$ cat src/rtl/cf_math_pkg.sv
// Purpose: small math helpers shared across the codebase.
// Contents: idx_width(n) -- bits needed to index n items (at least 1).
package cf_math_pkg;

  function automatic int unsigned idx_width(input int unsigned num_idx);
    return (num_idx > 32'd1) ? unsigned'($clog2(num_idx)) : 32'd1;
  endfunction

endpackage

$ cat src/rtl/mempool_pkg.sv
// Purpose: cluster-level shared types.
// Contents: rob_entry_t -- one reorder-buffer slot (pending, done, error, data).
package mempool_pkg;

  typedef struct packed {
    logic        pending;
    logic        done;
    logic        error;
    logic [31:0] data;
  } rob_entry_t;

endpackage

$ cat src/rtl/snitch_pkg.sv
// Purpose: data-port request/response bundles of the core.
// Contents: dreq_t (addr, write, amo, data, strb) and dresp_t (data, error).
package snitch_pkg;

  typedef struct packed {
    logic [31:0] addr;
    logic        write;
    logic [3:0]  amo;
    logic [31:0] data;
    logic [3:0]  strb;
  } dreq_t;

  typedef struct packed {
    logic [31:0] data;
    logic        error;
  } dresp_t;

endpackage

$ cat src/rtl/core_rob.sv
// Purpose: reorder buffer between a core data port and an out-of-order
//   memory shim. Requests pass straight through tagged with a slot id; the
//   shim may answer in any order, and responses are released to the core
//   strictly in issue order, one cycle after they land at the earliest.
// Ports:
//   clk_i, rst_i          clock, asynchronous active-high reset
//   core_q*_i / core_qready_o   core request channel
//   core_p*_o / core_pready_i   core response channel (in order)
//   data_q*_o / data_qready_i   shim request channel, data_qid_o = slot id
//   data_p*_i / data_pready_o   shim response channel, data_pid_i = slot id
// Entry data width comes from mempool_pkg::rob_entry_t, so DataWidth and
//   AddrWidth are expected to stay at the core's native 32 bits.
module core_rob
  import cf_math_pkg::*;
  import snitch_pkg::*;
  import mempool_pkg::*;
#(
  parameter int unsigned DataWidth           = 32,
  parameter int unsigned AddrWidth           = 32,
  parameter int unsigned MaxOutStandingTrans = 8,
  localparam int unsigned StrbWidth          = DataWidth / 8,
  localparam int unsigned MetaIdWidth        = idx_width(MaxOutStandingTrans)
) (
  input  logic                   clk_i,
  input  logic                   rst_i,
  input  logic [AddrWidth-1:0]   core_qaddr_i,
  input  logic                   core_qwrite_i,
  input  logic [3:0]             core_qamo_i,
  input  logic [DataWidth-1:0]   core_qdata_i,
  input  logic [StrbWidth-1:0]   core_qstrb_i,
  input  logic                   core_qvalid_i,
  output logic                   core_qready_o,
  output logic [DataWidth-1:0]   core_pdata_o,
  output logic                   core_perror_o,
  output logic                   core_pvalid_o,
  input  logic                   core_pready_i,
  output logic [AddrWidth-1:0]   data_qaddr_o,
  output logic                   data_qwrite_o,
  output logic [3:0]             data_qamo_o,
  output logic [DataWidth-1:0]   data_qdata_o,
  output logic [StrbWidth-1:0]   data_qstrb_o,
  output logic [MetaIdWidth-1:0] data_qid_o,
  output logic                   data_qvalid_o,
  input  logic                   data_qready_i,
  input  logic [DataWidth-1:0]   data_pdata_i,
  input  logic                   data_perror_i,
  input  logic [MetaIdWidth-1:0] data_pid_i,
  input  logic                   data_pvalid_i,
  output logic                   data_pready_o
);
  localparam int unsigned CountWidth = MetaIdWidth + 1;

  logic [MetaIdWidth-1:0]         head_q, tail_q;
  logic [CountWidth-1:0]          count_q;
  logic [MaxOutStandingTrans-1:0] pending_q, done_q;
  logic [DataWidth-1:0]           data_q  [MaxOutStandingTrans];
  logic                           error_q [MaxOutStandingTrans];

  dreq_t      core_req;
  dresp_t     shim_resp;
  rob_entry_t head_entry;
  logic       full, empty, alloc, retire;

  // Request path: pure wires, tagged with the slot about to be allocated.
  assign core_req.addr  = core_qaddr_i;
  assign core_req.write = core_qwrite_i;
  assign core_req.amo   = core_qamo_i;
  assign core_req.data  = core_qdata_i;
  assign core_req.strb  = core_qstrb_i;

  assign data_qaddr_o  = core_req.addr;
  assign data_qwrite_o = core_req.write;
  assign data_qamo_o   = core_req.amo;
  assign data_qdata_o  = core_req.data;
  assign data_qstrb_o  = core_req.strb;
  assign data_qid_o    = tail_q;

  // full looks only at the registered count: a retirement this cycle does
  // not open the request path until the next one.
  assign full  = (count_q == CountWidth'(MaxOutStandingTrans));
  assign empty = (count_q == '0);

  assign data_qvalid_o = core_qvalid_i & ~full & ~rst_i;
  assign core_qready_o = data_qready_i & ~full;
  assign alloc         = data_qvalid_o & data_qready_i;

  // Every id handed out owns a slot, so responses can always be absorbed.
  assign data_pready_o = 1'b1;

  assign shim_resp.data  = data_pdata_i;
  assign shim_resp.error = data_perror_i;

  // Head view read only from registered storage: no response bypass.
  assign head_entry.pending = pending_q[head_q];
  assign head_entry.done    = done_q[head_q];
  assign head_entry.error   = error_q[head_q];
  assign head_entry.data    = data_q[head_q];

  assign core_pvalid_o = head_entry.pending & head_entry.done;
  assign core_pdata_o  = head_entry.data;
  assign core_perror_o = head_entry.error;
  assign retire        = core_pvalid_o & core_pready_i;

  // Control state. Allocation and retirement never hit the same slot: that
  // would need head == tail with the buffer both full and non-full.
  always_ff @(posedge clk_i or posedge rst_i) begin
    if (rst_i) begin
      head_q    <= '0;
      tail_q    <= '0;
      count_q   <= '0;
      pending_q <= '0;
      done_q    <= '0;
    end else begin
      if (retire) begin
        pending_q[head_q] <= 1'b0;
        done_q[head_q]    <= 1'b0;
        head_q            <= head_q + MetaIdWidth'(1);
      end
      if (data_pvalid_i) begin
        done_q[data_pid_i] <= 1'b1;
      end
      if (alloc) begin
        pending_q[tail_q] <= 1'b1;
        done_q[tail_q]    <= 1'b0;
        tail_q            <= tail_q + MetaIdWidth'(1);
      end
      if (alloc && !retire) begin
        count_q <= count_q + CountWidth'(1);
      end else if (retire && !alloc) begin
        count_q <= count_q - CountWidth'(1);
      end
    end
  end

  // Payload storage is deliberately left out of reset; pending/done gate it.
  always_ff @(posedge clk_i) begin
    if (data_pvalid_i) begin
      data_q[data_pid_i]  <= shim_resp.data;
      error_q[data_pid_i] <= shim_resp.error;
    end
  end

  resp_targets_waiting_slot: assert property (
    @(posedge clk_i) disable iff (rst_i)
    data_pvalid_i |-> (pending_q[data_pid_i] && !done_q[data_pid_i]))
    else $error("core_rob: response to id %0d that is not awaiting one", data_pid_i);

  release_needs_occupancy: assert property (
    @(posedge clk_i) disable iff (rst_i) core_pvalid_o |-> !empty)
    else $error("core_rob: response offered while occupancy is zero");

endmodule

$ cat config.mk
export PLATFORM = sky130hd
export DESIGN_NAME = core_rob
export DESIGN_NICKNAME = d
export VERILOG_FILES = /design/src/rtl/cf_math_pkg.sv /design/src/rtl/mempool_pkg.sv /design/src/rtl/snitch_pkg.sv /design/src/rtl/core_rob.sv
export SDC_FILE = /design/constraint.sdc
export NUM_CORES = 1
export LEC_CHECK = 0
export BUFFER_PORTS_ARGS = -buffer_cell sky130_fd_sc_hd__buf_4
export CAP_MARGIN = 20
export CORE_ASPECT_RATIO = 1.25
export CORE_MARGIN = 2
export CORE_UTILIZATION = 55
export DETAILED_ROUTE_END_ITERATION = 8
export PLACE_DENSITY = 0.79
export SLEW_MARGIN = 20
export SYNTH_ARGS = -nofsm -noshare
export SYNTH_HDL_FRONTEND = slang
export SYNTH_SLANG_ARGS = --single-unit
$ cat constraint.sdc
create_clock -name clk_i -period 6.7 [get_ports clk_i]
set_input_delay 0 -clock clk_i [delete_from_list [all_inputs] [get_ports clk_i]]
set_output_delay 0 -clock clk_i [all_outputs]
set_load 0.005 [all_outputs]
Word level (Yosys, flattened, before mapping):

Memory sizes are Yosys's and may differ from the RTL's.
Cells that the tools add are included.

* memories kept: 2
* memory bits (writable): 264
* output and inout bits: 113
* word-level logic and storage cells: 60
* bits of input ports: 115
* bits in registers: 26

* $lt $le $gt $ge: 6
* add/sub/neg operators: 4
* eq/ne operators: 1
* mux-type cells: 19
* bitwise logic cells: 15
* reductions and logical operators: 8

Memory list
* data_q: depth 8, width 32, read ports 1, clocked after memory_dff 0, write ports 1, line core_rob.sv:56 `logic [DataWidth-1:0] data_q [MaxOutStandingTrans];`
* error_q: depth 8, width 1, read ports 1, clocked after memory_dff 0, write ports 1, line core_rob.sv:57 `logic error_q [MaxOutStandingTrans];`

Operators with widths (count)
* $mux 8: 5
* $and 8x8->8: 3
* $not 8->8: 2
* $or 8x8->8: 2
* $lt 3x4->1 const B: 3
* $demux 1 s3: 3
* $ge 3x1->1 const B: 3
* $mux 4: 2
* $mux 1: 7
* $add 3x1->3 const B: 2
* $and 1x1->1: 6
* $bmux 1 s3: 2
* $logic_and 1x1->1: 5
* $add 4x1->4 const B: 1
* $eq 4x4->1 const B: 1
* $sub 4x1->4 const B: 1
* $logic_not 1->1: 2
* $not 1->1: 2
* $reduce_bool 2->1: 1

Depth between registers and ports, before layout:

Gate-level depths: netlist of the first run.

* depth in word-level cells: 11
* mapped depth: 16

Worst setup path before layout of the first run:

Ideal clock, no wire load.

* kind: input to register
* start point: input data_pid_i[2]
* end point: register done_q[0]
* arrival time: 2.964 ns
* library setup time: 0.102 ns
* stages on the path: 4
* setup slack: 3.635 ns
* data required time: 6.598 ns
* cell sequence: nand2b_1 > nor3_1 > inv_1 > a311oi_1

* longest elaborated chain between the ends: 8
* elaborated cells between the ends (all ways): 9
* classes of those cells: order compare (2); mux (4); bitwise (2); reduce/logical (1)

Ends and longest elaborated chain
* from (decl): line core_rob.sv:47 `input logic [MetaIdWidth-1:0] data_pid_i,`
* $lt 3x4->1 (not written as such) or $ge 3x1->1 (tied branches): line core_rob.sv:120 `done_q[data_pid_i] <= 1'b1;`
* $logic_and 1x1->1 (not written as such): line core_rob.sv:120
* $mux 1 (not written as such): line core_rob.sv:120
* $demux 1 s3 *: line core_rob.sv:120
* $or 8x8->8 (no line) *
* $mux 8 *: line core_rob.sv:119 `if (data_pvalid_i) begin`
* $and 8x8->8 (no line)
* $mux 8 *: line core_rob.sv:122 `if (alloc) begin`
* to (signal, indexed assignment): line core_rob.sv:116 `done_q[head_q] <= 1'b0;`
* to (signal, indexed assignment): line core_rob.sv:120
* to (signal, indexed assignment): line core_rob.sv:124 `done_q[tail_q] <= 1'b0;`
* to (decl): line core_rob.sv:55 `logic [MaxOutStandingTrans-1:0] pending_q, done_q;`

Mark *: on every way between the ends. The rest lies on a longest branch, timed or not.
A chain may end at the register's enable or synchronous reset.

Worst setup path after layout of the first run:

* start point: register head_q[1]
* end point: register count_q[3]

* longest elaborated chain between the ends: 7
* elaborated cells between the ends (all ways): 11
* classes of those cells: mux (5); bitwise (2); reduce/logical (4)

Ends and longest elaborated chain
* from (decl): line core_rob.sv:53 `logic [MetaIdWidth-1:0] head_q, tail_q;`
* from (signal assigned): line core_rob.sv:117 `head_q <= head_q + MetaIdWidth'(1);`
* $bmux 1 s3 (on tied branches): line core_rob.sv:94, core_rob.sv:95
* $mux 1 (on tied branches): line core_rob.sv:94, core_rob.sv:95
* $and 1x1->1 *: line core_rob.sv:99 `assign core_pvalid_o = head_entry.pending & head_entry.done;`
* $and 1x1->1 *: line core_rob.sv:102 `assign retire = core_pvalid_o & core_pready_i;`
* $logic_not 1->1: line core_rob.sv:127 `if (alloc && !retire) begin`
* $logic_and 1x1->1: line core_rob.sv:127
* $mux 4 or $reduce_bool 2->1 (tied branches)
* to (signal assigned): line core_rob.sv:128 `count_q <= count_q + CountWidth'(1);`
* to (signal assigned): line core_rob.sv:130 `count_q <= count_q - CountWidth'(1);`
* to (decl): line core_rob.sv:54 `logic [CountWidth-1:0] count_q;`

Mark *: on every way between the ends. The rest lies on a longest branch, timed or not. The select of a mux whose other input is x is not followed.

==> metrics.cfg, run 1 <==
[cts]
cts.sinks = 290
hold_buffers = 38
cts_tree = built
cts_resized = 0
cts_max_level = 1
clock_path_buffers = 3
cts-root-buf = clkbuf_16
clk_latency_ns = 0.52
clk_transition_reported_paths_ns = 0.07
postCtsSetupBuffers = 0
numCtsBuffers = 25

[floorplan]
die_w_microns = 136.4
row_count = 60
coreArea_sq_um = 21550
die_y_microns = 169.4
io_pins = 228
dieArea_sq_um = 23100
start_util_pct = 55.89

[job]
cap_violations = 0

[timing]
finalHoldViolCount = 5
relSlewSlack_pct = 29.00
setup_ws_ns = 2.624
slew_violations = 0
rsz0062_at_grt = no
period_minus_slack_ns = 4.076
setup_tns_ns = 0
fmax_mhz = 245.4
tightestPinTransition_ns = 1.063
setup_viol = 0
hold-worst-slack_ns = -0.01932
fin_crit_sh_pct = 60.83
clock_skew_ns = 0.01224

[critical_path]
worstPathMaxFanout = 33
worstSetupStartpointType = flop
end_kind = flop
cp.arrival_ns = 4.48
rr_startpoint = head_q[1]
required_ns = 7.10
setup.worst_path.class = reg2reg
startpoint = head_q[1]
ff2ff_setup_slack_ns = 2.62

[global_route]
use_met1_pct = 27.47
grt_pass1_wl_mm = 41.59
grt_overflow = 0
grt_usage_pct = 24.62
use_met2_pct = 42.60
grt_max_degree = 51
grt_antenna_before_repair = 0
grt_pass1_vias = 7079
grt-busiest-layer = met2
grt_use_met3_pct = 7.109

[placement]
post-place-cells = 1054
placed_cell_area_sq_um = 12380
place_congestion = 0.8944
place_ws_ns = 2.614
io_buffers = 80
dpl.hpwl_mm = 17.30

[layout]
fin_util_pct = 63.29
diodes = 0
areaGrowthSynthToFinish_pct = 13.23
fin_nets = 962
drive_gt1_share_pct = 19.79
stdcell_count = 1138
fillers = 1441
final_area_sq_um = 13640

[synthesis]
ys_seq_area_share_pct = 71.23
synth_seq_cells = 290
synth-edff-count = 264
yosys_most_used_dff = edfxtp_1
syn_area_per_cell_sq_um = 15.17
syn_nets = 915
ys_types = 53
synth_warnings = 0
synth_area_sq_um = 12040
async_reset_ff_share_pct = 8.966
postSynthCellCount = 794

[routing]
drt-vias-per-instance = 6.097
drt-initial-drc-count = 634
finalWirelength_mm = 28.36
wl_per_cell_microns = 24.92
num_vias = 6938
ant_nets = 0
drtPass1Iterations = 5
drc = 0

[power]
irDropWorstVdd_mv = 0.2857
leakage_nw = 4.764
powerDensity_nw_per_um2 = 403.6

[status]
violations = negative hold slack
outcome = finished, violations left

[worst_hold_path]
hp-class = in2async

## cells by family after synthesis
family,after synthesis,synth area share [%]
flip-flops,290,71.23
adder cells (fa/ha/maj),6,0.6857
buffers and inverters,124,6.857
AO/OA/AOI/OAI,144,8.426
AND/OR/NAND/NOR,153,5.839
other,1,0.03114
multiplexers,69,6.421
XOR/XNOR,7,0.5091
## state kept, by name (all words and copies together) (netlist names)
signal,flops
count_q,4
data_q,256
data_qid_o,3
done_q,8
error_q,8
head_q,3
pending_q,8
## synth_stat cells (all sizes together) (5+ instances only)
cell	instances	area share [%]
ha	5	0.52
nand3	22	0.91
nor2	59	1.9
a221oi	15	1.1
o21ai	23	1.0
nor2b	7	0.36
clkbuf	10	0.31
mux2i	51	4.2
mux4	5	0.94
a22o	5	0.36
buf	103	6.2
a22oi	23	1.4
nor3	9	0.37
mux2	13	1.2
o22ai	6	0.31
edfxtp	264	66
nand2b	8	0.42
a21oi	42	1.7
a221o	6	0.50
nand2	35	1.1
xnor2	6	0.44
and2	6	0.31
dfrtp	26	5.4
a222oi	7	0.58
inv	11	0.34
## report_power, final
group	switching, W	internal, W
sequential	0.000174	0.00211
combinational	0.000944	0.000780
clock	0.000619	0.000877
total	0.00174	0.00377
## layout by cell type (no fill, tap or decap), types with 4 or more instances in the layout
master and count:
nor3_1 7, dfrtp_1 23, nand3_1 22, a21oi_1 42, a22oi_1 23, nor2_4 7
xnor2_1 6, mux4_2 5, clkbuf_16 25, a221oi_1 15, nand2b_1 8, nand2_1 34
edfxtp_1 264, mux2_2 12, buf_4 94, nor2_1 51, mux2i_1 51, clkinv_1 5
o22ai_1 6, dlygate4sd3_1 38, a221o_1 6, and2_1 5, ha_1 5, nor2b_1 7
a222oi_1 7, a22o_1 5, o21ai_0 22, clkinv_2 4, inv_1 10, bufinv_16 5
## per-layer routing
layer	vias up	routed length, microns
met5	-	0
met4	0	1502
met3	135	3114
met2	358	14490
met1	3403	9253
li1	3042	-
## area by class of cell
type                    count  area (sq um)  share of cell area, %
flip-flops and latches    290          8584                  62.96
multi-input cells         380          2696                  19.77
repair buffers            133          1114                  8.167
clock buffers              28         636.9                  4.671
well taps                 279         349.1                  2.560
clock inverters            17         214.0                  1.569
inverters                  11         41.29                 0.3028
## path summary, 6_finish.rpt
kind	cells past startpoint	to
max in group asynchronous	4	head_q[2]
max	14	count_q[3]
min	3	data_qid_o[1]
max reg2reg	14	count_q[3]
min reg2reg	1	count_q[3]
min in group clk_i	0	data_qaddr_o[22]
## critical path, cell delays in order, from the launching register on
cell and delay (ns):
dfrtp_2 0.80, buf_4 0.45, nor2b_1 0.89, a22oi_1 0.17, nand2_1 0.20, nor2_4 0.13
inv_1 0.09, ha_1 0.17, inv_1 0.09, ha_1 0.28, a21o_1 0.18, a21oi_1 0.17
xnor2_1 0.14, nor2_1 0.07, xor2_1 0.14
## per-stage QoR
step	total power [W]	hold WS, ns
floorplan	0.003387	0.04002
global placement	0.003965	0.00003458
detailed placement	0.004003	0.00003458
CTS	0.005514	0.00003458
global route	0.005745	0.00001497
finish	0.005504	-0.01932
(Power assumes the default switching activity.)
==> run 2, diff against run 1 <==
- CORE_UTILIZATION: 55 -> 50
- PLACE_DENSITY: 0.79 -> 0.76
- clock period: 6.7 -> 3.4 ns (I/O delays scaled with it)
==> run 2 against run 1 <==
Compared with the run above:
- the flow now finishes without violations
- critical path type unchanged
- sequential share of layout area down 0.57 points
- combinational power is 110% higher
- largest power group unchanged
- critical path depth shrank 1
==> metrics.cfg, run 2 (same netlist as run 1, synthesis figures left out) <==
[timing]
period_minus_slack_ns = 2.879
finalHoldViolCount = 0
tightestPinTransition_ns = 1.017
rsz0062_at_grt = no
fmax_mhz = 347.4
setup_viol = 0
slew_violations = 0
fin_crit_sh_pct = 84.67
setup_tns_ns = 0
relSlewSlack_pct = 32.04
hold-worst-slack_ns = 0.000001429
clock_skew_ns = 0.01106

[critical_path]
required_ns = 3.82
end_kind = flop
setup.worst_path.class = reg2reg
cp.arrival_ns = 3.29
worstSetupStartpointType = flop
worstPathMaxFanout = 24

[cts]
cts_resized = 0
cts_max_level = 1
postCtsSetupBuffers = 0
clock_path_buffers = 3
clk_transition_reported_paths_ns = 0.07
numCtsBuffers = 26
cts_tree = built
hold_buffers = 38
cts-root-buf = clkbuf_16
clk_latency_ns = 0.53
cts.sinks = 290

[routing]
num_vias = 6877
wl_per_cell_microns = 24.13
drc = 0
drtPass1Iterations = 5
finalWirelength_mm = 29.03
drt-vias-per-instance = 5.717
drt-initial-drc-count = 722
ant_nets = 0

[status]
outcome = completed

[global_route]
grt_pass1_wl_mm = 42.70
grt_pass1_vias = 6876
grt_max_degree = 43
grt_antenna_before_repair = 0
grt_usage_pct = 22.77
grt_overflow = 0

[placement]
dpl.hpwl_mm = 18.51
io_buffers = 80
place_congestion = 0.8371

[layout]
final_common_cell = edfxtp_1
diodes = 0
fin_nets = 980
drive_gt1_share_pct = 20.96
top_register = data_q
ff_latch_area_sq_um = 8584
areaGrowthSynthToFinish_pct = 14.25
multi_input_area_sq_um = 2696
largest_reg_flops = 256
final_cell_mix = edfxtp_1, buf_4, mux2i_1, nor2_1, a21oi_1
fillers = 1764

[power]
powerDensity_nw_per_um2 = 785.3
leakage_nw = 4.836
irDropWorstVdd_mv = 0.5590

[floorplan]
start_util_pct = 50.76
coreArea_sq_um = 23730
row_count = 63
die_w_microns = 142.8
io_pins = 228
die_y_microns = 177.5
dieArea_sq_um = 25350

[job]
cap_violations = 0

[worst_hold_path]
hp-class = in2out

run 2: changes by cell type in the layout (fill, tap and decap cells not counted), sizes merged:
cell      change
bufinv        -3
clkinv        +3
buf          +17
inv           +1
clkinvlp      -3
clkbuf        +4
run 2: report_power, final:
group / switching (W) / total (W) / leakage [nW] / internal, W
Sequential: 0.000289 / 0.00445 / 2.70 / 0.00416
Clock: 0.00122 / 0.00281 / 0.399 / 0.00159
Combinational: 0.00192 / 0.00355 / 1.74 / 0.00163
run 2: path summary, 6_finish.rpt:
| path | start | endpoint | slack [ns] | cells after the start |
|---|---|---|---|---|
| min in group asynchronous | rst_i | data_qid_o[2] | 0.14 | 3 |
| worst max-delay path | head_q[2] | count_q[3] | 0.52 | 13 |
| worst max register to register | head_q[2] | count_q[3] | 0.52 | 13 |
| max in group asynchronous | rst_i | head_q[0] | 2.82 | 3 |
| worst min register to register | count_q[3] | count_q[3] | 0.49 | 1 |
| worst min-delay path | core_qaddr_i[30] | data_qaddr_o[30] | 0.000001 | 0 |
run 2: metrics by stage:
stage,utilization [%],std cells,setup slack (ns),power [W],area [sq um]
CTS,57.99,1203,0.5064,0.01086,13760
global route,57.99,1203,0.2926,0.01132,13760
finish,57.99,1203,0.5211,0.01080,13760
floorplan,-,794,0.3347,0.006675,12040
detailed placement,52.98,1118,0.5214,0.008040,12570
global placement,52.98,1118,0.6020,0.007974,12570
run 2: cell type report:
| class | instances | area share [%] |
|---|---|---|
| sequential | 290 | 62.39 |
| clock inverter | 15 | 0.8366 |
| timing repair buffer | 150 | 8.875 |
| clock buffer | 32 | 5.047 |
| tap | 325 | 2.955 |
| multi-input combinational | 380 | 19.60 |
| inverter | 11 | 0.3001 |
run 2: routing by layer:
metal | global-route usage, % | part of all wire [%]
met5 | 0 | 0
met2 | 38.14 | 50
met3 | 6.530 | 9.7
met4 | 13.24 | 6.0
met1 | 26.06 | 35
run 2: critical path: stages, from the launching register on:
cell	delay, ns
dfrtp_2	0.59
and2_0	0.37
a22oi_1	0.23
nand2_1	0.16
nor2_4	0.13
inv_1	0.04
ha_1	0.19
inv_1	0.12
ha_1	0.25
a21o_1	0.18
a21oi_1	0.16
xnor2_1	0.14
nor2_1	0.06
xor2_1	0.14
